--- src/rtl/skew_feeder_if.sv ---
// Handshake and output bus between an upstream row producer, the skew feeder
// and the downstream skew chain.
interface skew_feeder_if #(
    parameter int DW = 64
) ();
    logic          in_valid;
    logic          in_ready;
    logic [DW-1:0] in_data;
    logic          in_last;
    logic [DW-1:0] out_data;
    logic          out_valid;
    logic          out_flush;
    logic          tile_done;

    modport master (
        output in_valid, in_data, in_last,
        input  in_ready, out_data, out_valid, out_flush, tile_done
    );

    modport slave (
        input  in_valid, in_data, in_last,
        output in_ready, out_data, out_valid, out_flush, tile_done
    );
endinterface

--- src/rtl/skew_feeder.sv ---
// Buffers row vectors in a small FIFO and feeds them, lane-aligned, to a skew
// chain; after each tile's last vector it emits DN-1 drain cycles and a done pulse.
module skew_feeder #(
    parameter int DW    = 64,
    parameter int DN    = 8,
    parameter int DEPTH = 4
) (
    input  logic         clk,
    input  logic         rst_n,
    skew_feeder_if.slave bus
);
    localparam int              AW         = (DEPTH > 1) ? $clog2(DEPTH) : 1;
    localparam int              CW         = (DN > 2) ? $clog2(DN) : 1;
    localparam logic [AW:0]     DEPTH_C    = (AW + 1)'(DEPTH);
    localparam logic [CW-1:0]   FLUSH_LOAD = CW'(DN - 1);

    typedef enum logic [1:0] {
        ST_IDLE   = 2'd0,
        ST_STREAM = 2'd1,
        ST_FLUSH  = 2'd2
    } state_t;

    state_t        state_q, state_d;
    logic [CW-1:0] cnt_q, cnt_d;
    logic [DW:0]   mem_q [DEPTH];
    logic [AW-1:0] wr_ptr_q, rd_ptr_q;
    logic [AW:0]   occ_q, occ_d;
    logic          in_ready_q, in_ready_d;
    logic [DW-1:0] out_data_q, out_data_d;
    logic          out_valid_q, out_valid_d;
    logic          out_flush_q, out_flush_d;
    logic          tile_done_q, tile_done_d;
    logic          push_s, pop_s, empty_s, head_last_s;
    logic [DW-1:0] head_data_s;

    // in_ready is registered from next occupancy, so it never looks at in_valid
    assign push_s                     = bus.in_valid & in_ready_q;
    assign empty_s                    = (occ_q == '0);
    assign {head_last_s, head_data_s} = mem_q[rd_ptr_q];

    assign bus.in_ready  = in_ready_q;
    assign bus.out_data  = out_data_q;
    assign bus.out_valid = out_valid_q;
    assign bus.out_flush = out_flush_q;
    assign bus.tile_done = tile_done_q;

    // FIFO storage; contents are don't-care until the occupancy covers them
    always_ff @(posedge clk) begin
        if (push_s) begin
            mem_q[wr_ptr_q] <= {bus.in_last, bus.in_data};
        end
    end

    // Occupancy update and the registered ready it drives
    always_comb begin
        occ_d = occ_q;
        case ({push_s, pop_s})
            2'b10:   occ_d = occ_q + (AW + 1)'(1);
            2'b01:   occ_d = occ_q - (AW + 1)'(1);
            default: occ_d = occ_q;
        endcase
        in_ready_d = (occ_d < DEPTH_C);
    end

    // Tile sequencer: pop in IDLE/STREAM, drain without popping in FLUSH
    always_comb begin
        state_d     = state_q;
        cnt_d       = cnt_q;
        pop_s       = 1'b0;
        out_data_d  = '0;
        out_valid_d = 1'b0;
        out_flush_d = 1'b0;
        tile_done_d = 1'b0;
        case (state_q)
            ST_IDLE, ST_STREAM: begin
                if (!empty_s) begin
                    pop_s       = 1'b1;
                    out_data_d  = head_data_s;
                    out_valid_d = 1'b1;
                    if (head_last_s) begin
                        state_d = ST_FLUSH;
                        cnt_d   = FLUSH_LOAD;
                    end else begin
                        state_d = ST_STREAM;
                    end
                end else begin
                    state_d = state_q;
                end
            end
            ST_FLUSH: begin
                if (cnt_q != '0) begin
                    out_flush_d = 1'b1;
                    cnt_d       = cnt_q - CW'(1);
                end else begin
                    state_d     = ST_IDLE;
                    tile_done_d = 1'b1;
                end
            end
            default: begin
                state_d = ST_IDLE;
                cnt_d   = '0;
            end
        endcase
    end

    // State, pointers and registered outputs
    always_ff @(posedge clk or negedge rst_n) begin
        if (!rst_n) begin
            state_q     <= ST_IDLE;
            cnt_q       <= '0;
            wr_ptr_q    <= '0;
            rd_ptr_q    <= '0;
            occ_q       <= '0;
            in_ready_q  <= 1'b0;
            out_data_q  <= '0;
            out_valid_q <= 1'b0;
            out_flush_q <= 1'b0;
            tile_done_q <= 1'b0;
        end else begin
            state_q     <= state_d;
            cnt_q       <= cnt_d;
            occ_q       <= occ_d;
            in_ready_q  <= in_ready_d;
            out_data_q  <= out_data_d;
            out_valid_q <= out_valid_d;
            out_flush_q <= out_flush_d;
            tile_done_q <= tile_done_d;
            if (push_s) begin
                wr_ptr_q <= wr_ptr_q + AW'(1);
            end
            if (pop_s) begin
                rd_ptr_q <= rd_ptr_q + AW'(1);
            end
        end
    end
endmodule

--- src/flat_wrapper.sv ---
// flat-port wrapper written by rule: the top's interface ports become plain ports
module skew_feeder_flat 
#(
    parameter int DW    = 64,
    parameter int DN    = 8,
    parameter int DEPTH = 4
)
  (clk, rst_n, bus_in_valid, bus_in_data, bus_in_last, bus_in_ready, bus_out_data, bus_out_valid, bus_out_flush, bus_tile_done);
  skew_feeder_if #(.DW(DW)) bus_i ();
  input  logic clk;
  input  logic rst_n;
  input wire logic [$bits(bus_i.in_valid)-1:0] bus_in_valid;
  input wire logic [$bits(bus_i.in_data)-1:0] bus_in_data;
  input wire logic [$bits(bus_i.in_last)-1:0] bus_in_last;
  output wire logic [$bits(bus_i.in_ready)-1:0] bus_in_ready;
  output wire logic [$bits(bus_i.out_data)-1:0] bus_out_data;
  output wire logic [$bits(bus_i.out_valid)-1:0] bus_out_valid;
  output wire logic [$bits(bus_i.out_flush)-1:0] bus_out_flush;
  output wire logic [$bits(bus_i.tile_done)-1:0] bus_tile_done;
  assign bus_i.in_valid = bus_in_valid;
  assign bus_i.in_data = bus_in_data;
  assign bus_i.in_last = bus_in_last;
  assign bus_in_ready = bus_i.in_ready;
  assign bus_out_data = bus_i.out_data;
  assign bus_out_valid = bus_i.out_valid;
  assign bus_out_flush = bus_i.out_flush;
  assign bus_tile_done = bus_i.tile_done;
  skew_feeder #(.DW(DW), .DN(DN), .DEPTH(DEPTH)) u_core (.clk(clk), .rst_n(rst_n), .bus(bus_i));
endmodule
--- config.mk ---
export PLATFORM = sky130hd
export DESIGN_NAME = skew_feeder_flat
export DESIGN_NICKNAME = d
export VERILOG_FILES = /design/src/rtl/skew_feeder_if.sv /design/src/rtl/skew_feeder.sv /design/src/flat_wrapper.sv
export SDC_FILE = /design/constraint.sdc
export NUM_CORES = 1
export LEC_CHECK = 0
export CORE_UTILIZATION = 45
export CTS_CLUSTER_DIAMETER = 80
export DETAILED_ROUTE_END_ITERATION = 16
export PLACE_DENSITY_LB_ADDON = 0.1
export SYNTH_ARGS = -nofsm -noshare
export SYNTH_HDL_FRONTEND = slang
export SYNTH_SLANG_ARGS = --single-unit
--- constraint.sdc ---
create_clock -name clk -period 4.09 [get_ports clk]
set_clock_uncertainty 0.1 [all_clocks]
set_input_delay 0.409 -clock clk [delete_from_list [all_inputs] [get_ports clk]]
set_output_delay 0.409 -clock clk [all_outputs]
set_load 0.005 [all_outputs]
==> impl_summary.md, run 1 <==
Outcome
The run finished with clean final reports.

Finish
The post-route core utilization is 56.4%. The count of cells in the finished layout, fillers not included, comes to 1069. The total non-filler cell area in the finished layout is 0.0152 mm^2.

The fill cell instance count of the final layout is 2073. The layout overhead on the synthesized area is 23.4%. Of the cells placed in the final design, the portion with a size suffix greater than 1 is 19.3%. The number of nets at the end of the flow is 774.

Power and ir drop
The maximum ir drop on the vdd rail is 0.315 mV. The power per standard cell area is 712 mW/mm^2. The static leakage power is 5.48 nW.

Setup path
Along the worst path, the maximum fanout reaches 3. Data arrives at the worst endpoint at 2.70 ns. The sort of element at the end of the critical path is a register. The kind of start point of the critical path is a register. The cell type of the slowest stage on the worst timing path is sky130_fd_sc_hd__or3_2. The required time reported for the critical path endpoint is approximately 4.4 ns. The delay of the slowest critical-path stage is 0.50 ns. The signal on the critical path passes through or3_2 > and2_1 > ha_1 > fa_1 > xnor2_1 > nor2_1 > xor2_1. The category of the critical setup timing path is reg -> reg.

Logic synthesis
The post-synthesis sequential area ratio is 79.9%. The distinct cell type count of the synthesized netlist is 28. The post-synthesis async set-or-reset flop share is 23.5%.

The average size of a mapped cell is 22.4 um^2. After synthesis, the most frequently instantiated cells are sky130_fd_sc_hd__edfxtp_1 (260), sky130_fd_sc_hd__dfrtp_1 (80), sky130_fd_sc_hd__and3_1 (68). The most used standard cell by instance count after synthesis is sky130_fd_sc_hd__edfxtp_1. Counting every net in the synthesized netlist gives 624. The netlist area before placement is 0.0123 mm^2. The main flop type after synthesis is sky130_fd_sc_hd__edfxtp_1.

In this run, synthesis produced a sequential element count of 340. In the synthesized netlist, the number of instances is between 500 and 600. The largest total area in the synthesized netlist belongs to sky130_fd_sc_hd__edfxtp_1. The synthesized design contains 260 enable-type register cells. The fraction of synthesized cell area taken by the top area cell type is 63.6%. The Yosys step of the flow raised 0 warnings. In the post-synthesis netlist, the biggest area contributors are sky130_fd_sc_hd__edfxtp_1 (64%), sky130_fd_sc_hd__dfrtp_1 (16%), sky130_fd_sc_hd__mux4_2 (11%), sky130_fd_sc_hd__and3_1 (3.5%), sky130_fd_sc_hd__buf_12 (0.81%).

STA
The final-report hold violation count is 0. Setup repair after global routing left no endpoint under its margin. Setup slack on the critical path of the routed design comes to 1.72 ns.

Setup violations remaining at the end of the flow were counted as 0. The number of max-slew violations in the final report came to 0. The worst pin sits at a relative slew slack of 28.7%.

The post-route fraction of the period consumed by the critical path is 57.9%. The highest achievable clock rate is approximately 0.42 GHz. For the pin with the worst max-slew slack, the measured transition is between 1 and 1.5 ns. The accumulated negative setup slack is 0 ns. After layout, the minimum clock period comes to 2.37 ns.

Global routing
For this run, the total global-route usage over all layers was measured as 17.3%. Entering global routing, the biggest net connects a little under 70 pins. The first global-routing pass estimated 36400 um of wire. For this run the aggregate overflow at the end of global routing stands at 0. The number of antenna violations at the first check in global routing was 1. The via count of the first global-routing pass is 6288.

Clock network
The CTS root buffer is sky130_fd_sc_hd__clkbuf_16. The insertion delay of the later-clocked pin in the worst-skew pair is 0.51 ns. The register clock-pin slew on the reported worst setup and hold paths is 0.06 ns. The clock passes through at most 3 buffers. The number of buffers inserted by hold repair at cts is 1. The number of sinks driven by the clock tree is 340. The number of setup buffers added after CTS is 0.

TritonCTS built the clock tree. The number of buffers added by the clock tree synthesis step is 38. The CTS H-tree depth is 2.

The count of cells resized by post-cts repair is 0.

Detailed routing
After detailed routing, the number of vias per cell comes to between 5 and 6. The via total after detailed routing is 5664. The length of the first detailed-routing pass in iterations is 6. The remaining routing DRC violations is 0. The post-detailed-route wirelength per cell is about 22 um. The number of nets with antenna violations after detailed routing is 0. For this block, the initial DRC count from the detailed router was between 300 and 400. Wires add up to 23200 um.

Place
The worst setup timing slack at the placement stage is 1.62 ns. The cell count after placement is 998. The instance area after placement is ~0.014 mm^2.

Routability-driven placement finished with a final weighted congestion of 0.737. The HPWL after detailed placement is around 12000 um. Input and output buffers added on the ports amount to approximately 140.

Die
Pin placement for this block handled 136 I/O pins. The initial standard-cell utilization of the core is 45.7%. The core region is 0.0269 mm^2. The floorplan step defined a die boundary enclosing 0.0280 mm^2. Measured along the x axis, the die boundary spans 167 um. The floorplan die height is between 150 and 200 um. The floorplan row count is 60.

Min path
The path class of the tightest hold or removal check is reg -> reg.

Run
The max-cap violation count is 0.
-- sequential cells by signal, summed over array words and instances (netlist names), named ones only --
name                  flops
u_core.wr_ptr_q           2
u_core.bus.out_data      64
u_core.rd_ptr_q           2
u_core.occ_q              2
u_core.cnt_q              3
u_core.bus.out_valid      1
u_core.bus.out_flush      1
u_core.mem_q            260
u_core.bus.in_ready       1
u_core.bus.tile_done      1
u_core.state_q            2
-- cell usage in the layout (no fill, tap or decap), types with 4 or more instances in the layout --
| cell | instances |
|---|---|
| sky130_fd_sc_hd__and3_4 | 4 |
| sky130_fd_sc_hd__clkdlybuf4s50_1 | 134 |
| sky130_fd_sc_hd__edfxtp_1 | 260 |
| sky130_fd_sc_hd__inv_1 | 4 |
| sky130_fd_sc_hd__clkbuf_16 | 39 |
| sky130_fd_sc_hd__ha_1 | 7 |
| sky130_fd_sc_hd__and3_1 | 64 |
| sky130_fd_sc_hd__clkinv_2 | 9 |
| sky130_fd_sc_hd__buf_4 | 4 |
| sky130_fd_sc_hd__clkbuf_8 | 5 |
| sky130_fd_sc_hd__xnor2_1 | 5 |
| sky130_fd_sc_hd__clkinvlp_4 | 4 |
| sky130_fd_sc_hd__clkbuf_1 | 7 |
| sky130_fd_sc_hd__dfrtp_1 | 78 |
| sky130_fd_sc_hd__mux4_2 | 62 |
-- final timing paths --
kind	startpoint	to	slack (ns)	cells past startpoint
setup / recovery	register	register	1.72	7
hold / removal	register	register	0.40	1
setup reg to reg	register	register	1.72	7
hold reg to reg	register	register	0.40	1
max in group asynchronous	rst_n	u_core.bus.out_data[13]	2.57	3
min in group asynchronous	rst_n	u_core.bus.out_data[16]	0.46	2
-- metal layers --
metal	wire [um]	part of all wire, %	vias to the layer above	global-route usage, %
met2	11600	50	133	28.8
met1	10300	44	2996	23.7
met3	956	4.1	28	3.29
met5	0	0	-	0
met4	340	1.5	0	4.43
li1	-	-	2507	-
-- power by group --
part           internal (mW)  switching (mW)
Sequential              4.48           0.460
Clock                   1.98            1.31
Combinational           1.49            1.08
Total                   7.94            2.86
-- layout make-up --
type | count | area (um^2) | share of cell area [%]
Antenna cell | 1 | 2.50 | 0.0165
Timing Repair Buffer | 140 | 1400 | 9.24
Clock buffer | 51 | 1070 | 7.07
Clock inverter | 18 | 161 | 1.06
Inverter | 5 | 18.8 | 0.124
Multi-Input combinational cell | 173 | 2260 | 14.9
Sequential cell | 340 | 9820 | 64.8
Tap cell | 341 | 427 | 2.81
-- critical path: cells and delay by family, from the launching register on --
family                   cells  cell delay, ns
XOR/XNOR                     2            0.29
adder cells (fa/ha/maj)      2            0.61
flip-flops                   1            0.41
AND/OR/NAND/NOR              3            0.89
-- metrics by stage --
step,hold slack [ns],power [mW]
floorplan,0.0134,6.57
finish,0.403,10.8
global placement,0.386,7.58
detailed placement,0.403,7.65
CTS,0.411,10.9
global route,0.411,11.3
-- logic make-up after synthesis --
group | synth area share (%)
muxes | 12.4
adders and majority gates | 0.876
DFF | 79.9
AOI/OAI and AO/OA | 0.265
and+or+nand+nor | 4.23
xor gates and xnor gates | 0.499
buffers and inverters | 1.92
Power figures use the tool's default switching activity.
==> inputs of run 2 (changes only) <==
- clock period: 4.09 -> 1.9 ns (I/O delays scaled with it)
==> run 2 against run 1 <==
The flow now finishes with violations (setup timing). Non-clock buffer count up 36. Setup slack worse by 1.9 ns. Power up 120%. Sequential share of layout area fell by 1.8 points. Flip-flop and latch count unchanged. First-iteration DRC count rose by 0.56%. Maximum frequency is 13% higher. Combinational power grew to 2.6 times the previous value. Cell count increased by 3.0%. Highest routed layer unchanged.
==> impl_summary.md, run 2 (same netlist as run 1, synthesis figures left out) <==
Finish
The register with the highest flop count is u_core.mem_q (unchanged). The number of nets at the end of the flow is 809 (was 774). The number of flip-flops under the largest register name came to 260 (unchanged). The most common cell after layout, fill and taps aside was sky130_fd_sc_hd__edfxtp_1 (unchanged). The register area is 0.00982 mm^2 (unchanged). Commonest cells after routing, fill and taps aside: sky130_fd_sc_hd__edfxtp_1 (260), sky130_fd_sc_hd__clkdlybuf4s50_1 (134), sky130_fd_sc_hd__dfrtp_1 (78) (unchanged). The proportion of layout cells with a drive suffix above 1 is 22.3% (was 19.3%). The area of the multi-input gates is 0.00229 mm^2 (was 0.00226 mm^2). The fill cell instance count of the final layout is 1995 (was 2073). The layout overhead on the synthesized area came to 26.9% (was 23.4%).

Place
The detailed placer's ending HPWL is 14600 um (was 11900 um). The port buffer count is 135 (unchanged). The worst setup timing slack at the placement stage is -0.331 ns (was 1.62 ns). The final RePlAce weighted congestion came to 0.690 (was 0.737).

Clock network
The register clock-pin slew on the reported worst setup and hold paths is 0.06 ns (about the same). The insertion delay of the later-clocked pin in the worst-skew pair is 0.51 ns (about the same). The TritonCTS clock tree is built (unchanged). The buffer depth of the longest clock path is 3 (unchanged). The CTS H-tree depth is 2 (unchanged).

The number of sinks driven by the clock tree is 340 (unchanged). The CTS root buffer is sky130_fd_sc_hd__clkbuf_16 (unchanged). The number of buffers added by the clock tree synthesis step is 37 (was 38).

Die
The die boundary width is 167 um (unchanged). The floorplan die height is 167 um (unchanged). The placeable core region is 0.0269 mm^2 (unchanged).

The I/O pin count is 136 (unchanged). The floorplan row count is 60 (unchanged). The die area is 0.0280 mm^2 (unchanged). The initial standard-cell utilization of the core is 45.7% (unchanged).

STA
The number of failing setup endpoints in the final timing report is 3 (was 0). The relative slew slack is 46.8% (was 28.7%). The highest achievable clock rate is 0.478 GHz (was 0.422 GHz). The final-report hold violation count is 0 (unchanged). The post-route fraction of the period consumed by the critical path is 110% (was 57.9%). The transition at the pin with the smallest max-transition slack came to 0.798 ns (was 1.07 ns). Setup repair after global routing missed its margin: true (was false).

The slack of the critical path came to -0.193 ns (was 1.72 ns). The number of max-slew violations in the final report was 0 (unchanged). The post-layout minimum cycle time is 2.09 ns (was 2.37 ns). The worst hold slack across all endpoints is 0.0500 ns (was 0.403 ns).

Detailed routing
The number of nets with antenna violations after detailed routing is 0 (unchanged). The length of the first detailed-routing pass in iterations was 4 (was 6). The final wirelength is 24700 um (was 23200 um). The ratio of routed vias to standard cells is 5.35 (was 5.30).

The via total after detailed routing was 5893 (was 5664). The post-detailed-route wirelength per cell is 22.4 um (was 21.7 um). The remaining routing DRC violations is 0 (unchanged). The first-iteration detailed-routing DRC count was 356 (was 354).

Global routing
The number of antenna violations at the first check in global routing came to 1 (unchanged). The overall routing resource usage came to 18.4% (was 17.3%). The via count of the first global-routing pass is 6631 (was 6288). The final global-route overflow total is 0 (unchanged). The largest net degree at the start of global routing is 69 (unchanged). The global-route wire length before repair is 38400 um (was 36400 um).

Power and ir drop
The maximum ir drop on the vdd rail is 0.959 mV (was 0.315 mV). The power per standard cell area is 1520 mW/mm^2 (was 712 mW/mm^2). The static leakage power is 5.70 nW (was 5.48 nW).

Setup path
The category of the critical setup timing path is reg -> reg (unchanged). The largest fanout on the critical path came to 2 (was 3). The kind of start point of the critical path is a register (unchanged). The sort of element at the end of the critical path is a register (unchanged). The register-to-register setup slack is -0.19 ns (was 1.72 ns). The logic depth of the worst register-to-register path is 7 (unchanged).

The arrival time at the worst endpoint is 2.42 ns (was 2.70 ns). The required time reported for the critical path endpoint is 2.22 ns (was 4.42 ns).

Outcome
The final reports fail on setup timing. Run status: finished with violations (was complete, no violations).

Run
The max-cap violation count is 0 (unchanged).

Min path
The classification of the worst-slack hold path is in -> async (was reg -> reg).
-- run 2: cell types whose count changed in the layout (fill, tap and decap cells not counted), sizes merged --
| cell | previous run | this run |
|---|---|---|
| buf | 5 | 41 |
| clkinvlp | 4 | 0 |
| clkbuf | 51 | 53 |
| bufinv | 2 | 1 |
| inv | 7 | 6 |
-- run 2: how the worst max path moves through the flow --
| stage | end | slack, ns | cells past startpoint |
|---|---|---|---|
| after CTS | register | -0.19 | 7 |
| after global routing | register | -0.28 | 7 |
| after detailed placement | register | -0.33 | 7 |
| final | register | -0.19 | 7 |
| after floorplan | register | -0.38 | 9 |
| after global placement | register | -0.25 | 7 |
-- run 2: cell type report --
class | count | area share [%]
multi-input cells | 173 | 14.7
flip-flops and latches | 340 | 63.0
clock buffers | 53 | 6.79
well taps | 341 | 2.74
diodes | 1 | 0.0161
clock inverters | 12 | 0.538
inverters | 5 | 0.120
repair buffers | 176 | 12.1
-- run 2: worst max-delay path, cell delays in order, from the launching register on --
cell and delay, ns:
sky130_fd_sc_hd__dfrtp_1 0.39, sky130_fd_sc_hd__or3_4 0.39, sky130_fd_sc_hd__and2_4 0.16, sky130_fd_sc_hd__ha_4 0.16, sky130_fd_sc_hd__fa_2 0.35, sky130_fd_sc_hd__xnor2_2 0.14
sky130_fd_sc_hd__nor2_2 0.17, sky130_fd_sc_hd__xor2_1 0.16
-- run 2: routing by layer --
metal,global-route usage (%),share of wire [%]
met1,22.5,41
met2,32.9,52
met3,3.97,4.7
met4,5.58,2.0
met5,0,0
-- run 2: timing repair --
item,4_1_cts,5_1_grt
cloned,0,0
hold endpoints to repair,80,0
resized for setup,3,1
hold buffers,1,0
pin swaps,5,4
endpoints found under the setup margin,6,6
setup buffers,2,2
-- run 2: report_power, final --
group	internal (mW)	leakage, nW	switching (mW)
clock	4.00	0.564	2.66
sequential	9.62	3.38	0.653
combinational	3.88	1.75	2.92
total	17.5	5.70	6.23
-- run 2: through the flow --
step | TNS, ns | total power, mW | utilization (%) | instance area [um^2] | cells
floorplan | -1.05 | 14.2 | - | 12300 | 548
global placement | -0.636 | 17.0 | 53.5 | 14400 | 1030
detailed placement | -0.999 | 17.2 | 53.5 | 14400 | 1030
CTS | -0.456 | 24.1 | 57.9 | 15600 | 1098
global route | -0.710 | 24.9 | 58.0 | 15600 | 1100
finish | -0.469 | 23.7 | 58.0 | 15600 | 1101
